$ cat config.mk
export PLATFORM = sky130hd
export DESIGN_NAME = if_id_stage
export DESIGN_NICKNAME = d
export VERILOG_FILES = /design/src/rtl/if_id_stage.sv
export SDC_FILE = /design/constraint.sdc
export NUM_CORES = 1
export LEC_CHECK = 0
export ABC_CLOCK_PERIOD_IN_PS = 2150
export CAP_MARGIN = 20
export CORE_ASPECT_RATIO = 0.9
export CORE_MARGIN = 1.5
export CORE_UTILIZATION = 48
export CTS_CLUSTER_DIAMETER = 200
export DETAILED_ROUTE_END_ITERATION = 8
export HOLD_SLACK_MARGIN = 0.12
export PLACE_DENSITY = 0.87
export REMOVE_ABC_BUFFERS = 1
export SLEW_MARGIN = 20
export SYNTH_ARGS = -nofsm -noshare
export SYNTH_HDL_FRONTEND = slang
export SYNTH_SLANG_ARGS = --single-unit
$ cat constraint.sdc
create_clock -name clk -period 2.15 [get_ports clk]
set_clock_uncertainty 0.15 [all_clocks]
set_input_delay 0.43 -clock clk [delete_from_list [all_inputs] [get_ports clk]]
set_output_delay 0.43 -clock clk [all_outputs]
set_load 0.01 [all_outputs]
$ cat src/rtl/if_id_stage.sv
// if_id_stage: IF/ID pipeline register built as a two-entry skid buffer.
// The main entry drives out_*. The skid entry absorbs one instruction when
// decode stalls, so in_ready depends only on registered state.
// The immediate-format select is decoded at capture and stored with each entry.
// Optional feature macro: ILLEGAL_CHECK_EN adds the out_illegal flag and its storage.
module if_id_stage #(
  parameter int XLEN = 32
) (
  input  logic            clk,
  input  logic            rst_n,
  input  logic            in_valid,
  output logic            in_ready,
  input  logic [XLEN-1:0] in_inst,
  input  logic [XLEN-1:0] in_pc,
  input  logic            flush,
  output logic            out_valid,
  input  logic            out_ready,
  output logic [XLEN-1:0] out_pc,
  output logic [XLEN-1:0] out_inst,
  output logic [24:0]     out_imm_field,
  output logic [4:0]      out_sext_ope
`ifdef ILLEGAL_CHECK_EN
  ,
  output logic            out_illegal
`endif
);

  // Immediate format selects shared with the immediate generator (one-hot).
  localparam logic [4:0] IMM_I = 5'b00001;
  localparam logic [4:0] IMM_S = 5'b00010;
  localparam logic [4:0] IMM_B = 5'b00100;
  localparam logic [4:0] IMM_J = 5'b01000;
  localparam logic [4:0] IMM_U = 5'b10000;

  typedef enum logic [1:0] {
    EMPTY = 2'd0,
    ONE   = 2'd1,
    TWO   = 2'd2
  } state_t;

  state_t state_reg;
  state_t state_next;

  logic            accept;
  logic            drain;
  logic            load_main_in;
  logic            load_main_skid;
  logic            load_skid;

  logic [XLEN-1:0] main_pc_reg;
  logic [XLEN-1:0] main_inst_reg;
  logic [4:0]      main_sext_reg;
  logic [XLEN-1:0] skid_pc_reg;
  logic [XLEN-1:0] skid_inst_reg;
  logic [4:0]      skid_sext_reg;
  logic [4:0]      in_sext;

  // Map an opcode to its immediate format; non-immediate opcodes give 0.
  function automatic logic [4:0] decode_sext(input logic [6:0] opcode);
    logic [4:0] sel;
    case (opcode)
      7'b0010011, 7'b0000011, 7'b1100111, 7'b1110011: sel = IMM_I;
      7'b0100011:                                     sel = IMM_S;
      7'b1100011:                                     sel = IMM_B;
      7'b1101111:                                     sel = IMM_J;
      7'b0110111, 7'b0010111:                         sel = IMM_U;
      default:                                        sel = 5'd0;
    endcase
    return sel;
  endfunction

  assign in_sext = decode_sext(in_inst[6:0]);
  assign accept  = in_valid && in_ready;
  assign drain   = out_valid && out_ready;

  // State register: an asynchronous reset drops every buffered entry.
  always_ff @(posedge clk or negedge rst_n) begin
    if (!rst_n) begin
      state_reg <= EMPTY;
    end else begin
      state_reg <= state_next;
    end
  end

  // Next-state and entry-movement decisions; flush overrides accept and drain.
  always_comb begin
    state_next     = state_reg;
    load_main_in   = 1'b0;
    load_main_skid = 1'b0;
    load_skid      = 1'b0;
    if (flush) begin
      state_next = EMPTY;
    end else begin
      case (state_reg)
        EMPTY: begin
          if (accept) begin
            state_next   = ONE;
            load_main_in = 1'b1;
          end
        end
        ONE: begin
          if (accept && drain) begin
            load_main_in = 1'b1;
          end else if (accept) begin
            state_next = TWO;
            load_skid  = 1'b1;
          end else if (drain) begin
            state_next = EMPTY;
          end
        end
        TWO: begin
          // in_ready is low here, so the only event is a drain.
          if (drain) begin
            state_next     = ONE;
            load_main_skid = 1'b1;
          end
        end
        default: state_next = EMPTY;
      endcase
    end
  end

  // Handshake outputs are decoded from the registered state only.
  always_comb begin
    in_ready  = (state_reg != TWO);
    out_valid = (state_reg != EMPTY);
  end

  // Entry storage: main is loaded from fetch or from skid, and skid only from fetch.
  always_ff @(posedge clk or negedge rst_n) begin
    if (!rst_n) begin
      main_pc_reg   <= '0;
      main_inst_reg <= '0;
      main_sext_reg <= '0;
      skid_pc_reg   <= '0;
      skid_inst_reg <= '0;
      skid_sext_reg <= '0;
    end else begin
      if (load_main_in) begin
        main_pc_reg   <= in_pc;
        main_inst_reg <= in_inst;
        main_sext_reg <= in_sext;
      end else if (load_main_skid) begin
        main_pc_reg   <= skid_pc_reg;
        main_inst_reg <= skid_inst_reg;
        main_sext_reg <= skid_sext_reg;
      end
      if (load_skid) begin
        skid_pc_reg   <= in_pc;
        skid_inst_reg <= in_inst;
        skid_sext_reg <= in_sext;
      end
    end
  end

`ifdef ILLEGAL_CHECK_EN
  logic main_illegal_reg;
  logic skid_illegal_reg;
  logic in_illegal;

  // Illegal: an opcode that is neither immediate-bearing nor R-type, or a non-32-bit encoding.
  assign in_illegal = ((in_sext == 5'd0) && (in_inst[6:0] != 7'b0110011)) ||
                      (in_inst[1:0] != 2'b11);

  // The illegal flag travels with its entry exactly like the other fields.
  always_ff @(posedge clk or negedge rst_n) begin
    if (!rst_n) begin
      main_illegal_reg <= 1'b0;
      skid_illegal_reg <= 1'b0;
    end else begin
      if (load_main_in) begin
        main_illegal_reg <= in_illegal;
      end else if (load_main_skid) begin
        main_illegal_reg <= skid_illegal_reg;
      end
      if (load_skid) begin
        skid_illegal_reg <= in_illegal;
      end
    end
  end

  assign out_illegal = main_illegal_reg;
`endif

  assign out_pc        = main_pc_reg;
  assign out_inst      = main_inst_reg;
  assign out_imm_field = main_inst_reg[31:7];
  assign out_sext_ope  = main_sext_reg;

endmodule

=== Word-level counts from Yosys, hierarchy flattened ===
Cells that the tools add are included.

* Register bits after elaboration: 140
* Output and inout port bits: 96
* Bits of input ports: 69

* Mux-type cells: 24
* Reduce and logical (&&, ||, !) cells: 9
* Equal/unequal tests: 16

{| class="wikitable"
|+ Operator list
! operator !! number
|-
| two-way mux 32 bit || 4
|-
| equality test 7 bit, second input constant || 4
|-
| one-hot mux 5 bit (5 select lines) || 1
|-
| equality test 7 x 5 -> 1 bit, second input constant || 2
|-
| equality test 7 x 6 -> 1 bit, second input constant || 2
|-
| two-way mux 2 bit || 6
|-
| two-way mux 5 bit || 2
|-
| two-way mux 1 bit || 9
|-
| inequality test 3 bit, second input constant || 3
|-
| equality test 7 x 2 -> 1 bit, second input constant || 1
|-
| one-hot mux 2 bit (3 select lines) || 1
|-
| inequality test 4 bit, second input constant || 1
|-
| AND reduction 4 bit || 1
|-
| nonzero test 2 bit || 2
|-
| OR reduction 4 bit || 1
|-
| logical AND 1 bit || 3
|-
| equality test 2 x 1 -> 1 bit, second input constant || 1
|-
| equality test 2 bit, second input constant || 1
|-
| zero test 2 bit || 1
|-
| inequality test 2 bit, second input constant || 1
|-
| one-hot mux 1 bit (2 select lines) || 1
|-
| OR reduction 2 bit || 1
|}

=== Depth between registers and ports, before layout ===
* Depth after elaboration: 7
* Depth in mapped cells: 6
* Mapped depth without buffers: 3

=== Worst setup path after synthesis ===
Ideal clock, no wire load.

* Path kind: input port to flip-flop
* From: input port flush
* To: register main_inst_reg[6] (netlist: out_inst[6])
* Path buffers: 2
* Data required time: 1875 ps
* Library setup time: 125 ps
* Stages on the path: 5
* Setup slack: 416 ps
* Data arrival time: 1459 ps
* Cell sequence: and4bb_1 -> buf_6 -> buf_6 -> mux2_4 -> mux2_4

* Cells in the longest elaborated chain, start to end: 2
* Elaborated cells on any way between the ends: 4

{| class="wikitable"
|+ Ends and longest elaborated chain
! item !! RTL line !! source
|-
| start, declared || 15 || <nowiki>input logic flush,</nowiki>
|-
| two-way mux 1 bit || 91 || <nowiki>if (flush) begin</nowiki>
|-
| two-way mux 32 bit / nonzero test 2 bit (equally long branches) || - ||
|-
| end signal, assigned || 141 || <nowiki>main_inst_reg <= in_inst;</nowiki>
|-
| end signal, assigned || 145 || <nowiki>main_inst_reg <= skid_inst_reg;</nowiki>
|-
| end, declared || 51 || <nowiki>logic [XLEN-1:0] main_inst_reg;</nowiki>
|}

Parallel ways exist; a longest one is shown, timed or not.
A chain may end at the register's enable or synchronous reset.

=== Worst setup path after layout ===
* From: register state_reg[1]
* To: output port out_valid

* Cells in the longest elaborated chain, start to end: 1

{| class="wikitable"
|+ Ends and longest elaborated chain
! item !! RTL line !! source
|-
| start, declared || 41 || <nowiki>state_t state_reg;</nowiki>
|-
| start signal, assigned || 81 || <nowiki>state_reg <= state_next;</nowiki>
|-
| nonzero test 2 bit || 126 || <nowiki>out_valid = (state_reg != EMPTY);</nowiki>
|-
| end, declared || 16 || <nowiki>output logic out_valid,</nowiki>
|}

Every way passes these cells.

==> results.py <==
metrics = {
    "final_layout": {
        "area_delta_synth_final_pct": 37.95,
        "final_cell_mix": "clkdlybuf4s50_1, dfrtp_1, a221o_1",
        "fin_cells": 763,
        "diodes": 0,
        "drive_above_1_share_pct": 21.72,
        "final_common_cell": "clkdlybuf4s50_1",
        "regArea_mm2": 0.003506,
        "multi_input_area_mm2": 0.002217,
        "utilization_pct": 69.01,
        "fillers": 800,
        "final_nets": 660,
    },
    "global_routing": {
        "grt_max_degree": 52,
        "grt_first_pass_wirelength_mm": 23.32,
        "grt.overflow.total": 0,
        "grt_pass1_vias": 4495,
        "gr-usage-all-layers_pct": 22.60,
        "grt_antenna_before_repair": 0,
    },
    "detailed_routing": {
        "wl_per_cell_um": 18.63,
        "routed_via_density": 5.617,
        "drt_iter0_drc": 344,
        "vias": 4286,
        "remaining_drc_errors": 0,
        "ant_nets": 0,
        "wirelength_mm": 14.21,
        "firstDrtPassIters": 5,
    },
    "synthesis": {
        "synth_area_mm2": 0.006113,
        "yosysTopAreaCell": "dfrtp_1",
        "synth.distinct_cells": 40,
        "ys_warn_count": 0,
        "ys_ff_latch": 140,
        "synthTopCellsByArea": "dfrtp_1, mux2_2, a221o_1",
        "yosys.area.top_type_share_pct": 57.31,
        "syn_area_per_cell_um2": 13.89,
        "yosysSeqAreaShare_pct": 57.31,
        "syn_inst": 440,
    },
    "worst_hold_path": {
        "whs_endpoint": "skid_pc_reg[5]",
        "worstHoldStart": "skid_pc_reg[5]",
        "holdPathStages": 1,
        "min_path_type": "flip-flop to flip-flop",
    },
    "clocking": {
        "post_cts_buffers": 0,
        "htreeDepth": 4,
        "clock-sinks": 140,
        "insertion_delay_ps": 410,
        "clk_pin_slew_ps": 60,
        "ctsRootBufferMaster": "clkbuf_16",
        "numCtsBuffers": 17,
        "cts_tree": "done",
        "cts_buffer_depth": 2,
    },
    "timing": {
        "relSlewSlack_pct": 73.79,
        "period_needed_ps": 2049,
        "slew_violations": 0,
        "post-route-period-util_pct": 95.29,
        "worstMarginPinSlew_ps": 393.1,
        "tns_ps": 0,
        "max_freq_mhz": 488.1,
        "hold_viol_final": 0,
        "setup_viol": 0,
        "holdWs_ps": 344.4,
        "grt_setup_unrepaired": "no",
    },
    "floorplan": {
        "start_util_pct": 50.03,
        "coreArea_mm2": 0.01222,
        "fp.dieArea_mm2": 0.01342,
        "num_rows": 38,
        "die_h_um": 110.1,
        "io_pins": 165,
        "dieWidth_um": 122.0,
    },
    "setup_path": {
        "crit_fanout": 8,
        "timing.rr.end": "out_pc[23]",
        "ff2ff_setup_slack_ps": 320,
        "cp-start-kind": "flip-flop",
        "cp.required_ps": 1570,
        "r2r_cells": 4,
        "worstSetupPathType": "flip-flop to output pin",
        "reg2reg_from": "state_reg[1]",
        "end_kind": "output pin",
        "critPathArrivalTime_ps": 1470,
    },
    "status": {
        "outcome": "completed",
    },
    "placed_design": {
        "gp_congestion": 0.7808,
        "portBuffers": 164,
        "dp.final_hpwl_mm": 9.292,
        "dpl.cell_count": 731,
    },
    "power_and_ir_drop": {
        "leakage_nw": 3.666,
        "pwr_density_cell_mw_per_mm2": 945.1,
        "power_mw": 7.970,
        "ir_worst_vdd_uv": 677.0,
    },
    "flow_run": {
        "max_cap_violations": 0,
    },
}
[cells in the mapped netlist]
library cell / n
dfrtp_1: 140
a221o_1: 64
mux2_2: 59
and2_1: 55
buf_4: 25
buf_2: 12
buf_6: 11
and2_0: 8
mux2_4: 8
mux2i_1: 8
clkbuf_1: 7
o21ai_0: 6
nand3_1: 4
nand2_1: 3
nor2_1: 3
a211oi_1: 2
nand2b_1: 2
a21oi_1: 1
a21oi_4: 1
a22oi_1: 1
a31oi_1: 1
and2b_2: 1
and3b_1: 1
and4bb_1: 1
nand2_2: 1
nand3b_1: 1
nand4_1: 1
nand4b_1: 1
nor2_8: 1
nor3_1: 1
nor3b_1: 1
nor3b_4: 1
nor4_1: 1
nor4bb_1: 1
o21ba_2: 1
o2bb2ai_1: 1
or2_2: 1
or3b_1: 1
or3b_2: 1
xor2_1: 1
[layout make-up]
class / count / area share (%)
timing repair buffer: 187 / 23.20
tap: 160 / 2.374
multi-input combinational: 245 / 26.29
sequential: 140 / 41.57
clock buffer: 20 / 5.415
clock inverter: 11 / 1.142
[timing repair]
item	in CTS	in global routing
setup endpoints to repair	2	1
gates resized for setup	3	1
hold buffers	1	0
endpoints found under the hold margin	40	0
[power by group]
group	internal [mW]	switching (mW)
sequential	3.20	0.329
clock	1.64	1.08
combinational	1.12	0.612
total	5.95	2.02
[critical path, cell delays in order (launching register included)]
cell           delay [ps]
dfrtp_2               470
or2_2                 300
dlygate4sd2_1         290
[worst max-delay path by stage]
stage,startpoint,endpoint
2_1_floorplan,flush,out_sext_ope[3]
3_3_place_gp,flush,out_sext_ope[2]
3_5_place_dp,flush,out_sext_ope[4]
4_1_cts,state_reg[1],in_ready
5_1_grt,state_reg[1],out_valid
6_report,state_reg[1],out_valid
[metal layers]
layer | GRT usage (%) | share of wire [%] | wire length, um
met5 | 0 | 0 | 0
met4 | 8.571 | 1.1 | 159
met3 | 5.916 | 6.0 | 859
met2 | 36.04 | 50 | 7114
met1 | 29.86 | 43 | 6079
[cells by family after synthesis]
group | count (synthesis) | synth area share (%)
DFF | 140 | 57.31
and+or+nand+nor | 91 | 9.804
AOI/OAI and AO/OA | 78 | 12.10
muxes | 75 | 14.14
buffers and inverters | 55 | 6.509
xor gates and xnor gates | 1 | 0.1433
[metrics by stage]
stage	setup slack, ps	instance area [um^2]
2_1_floorplan	-494.1	5715
3_3_place_gp	-147.5	7866
3_5_place_dp	-186.5	7866
4_1_cts	21.40	8431
5_1_grt	51.46	8433
6_report	101.3	8433
(Power assumes the default switching activity.)
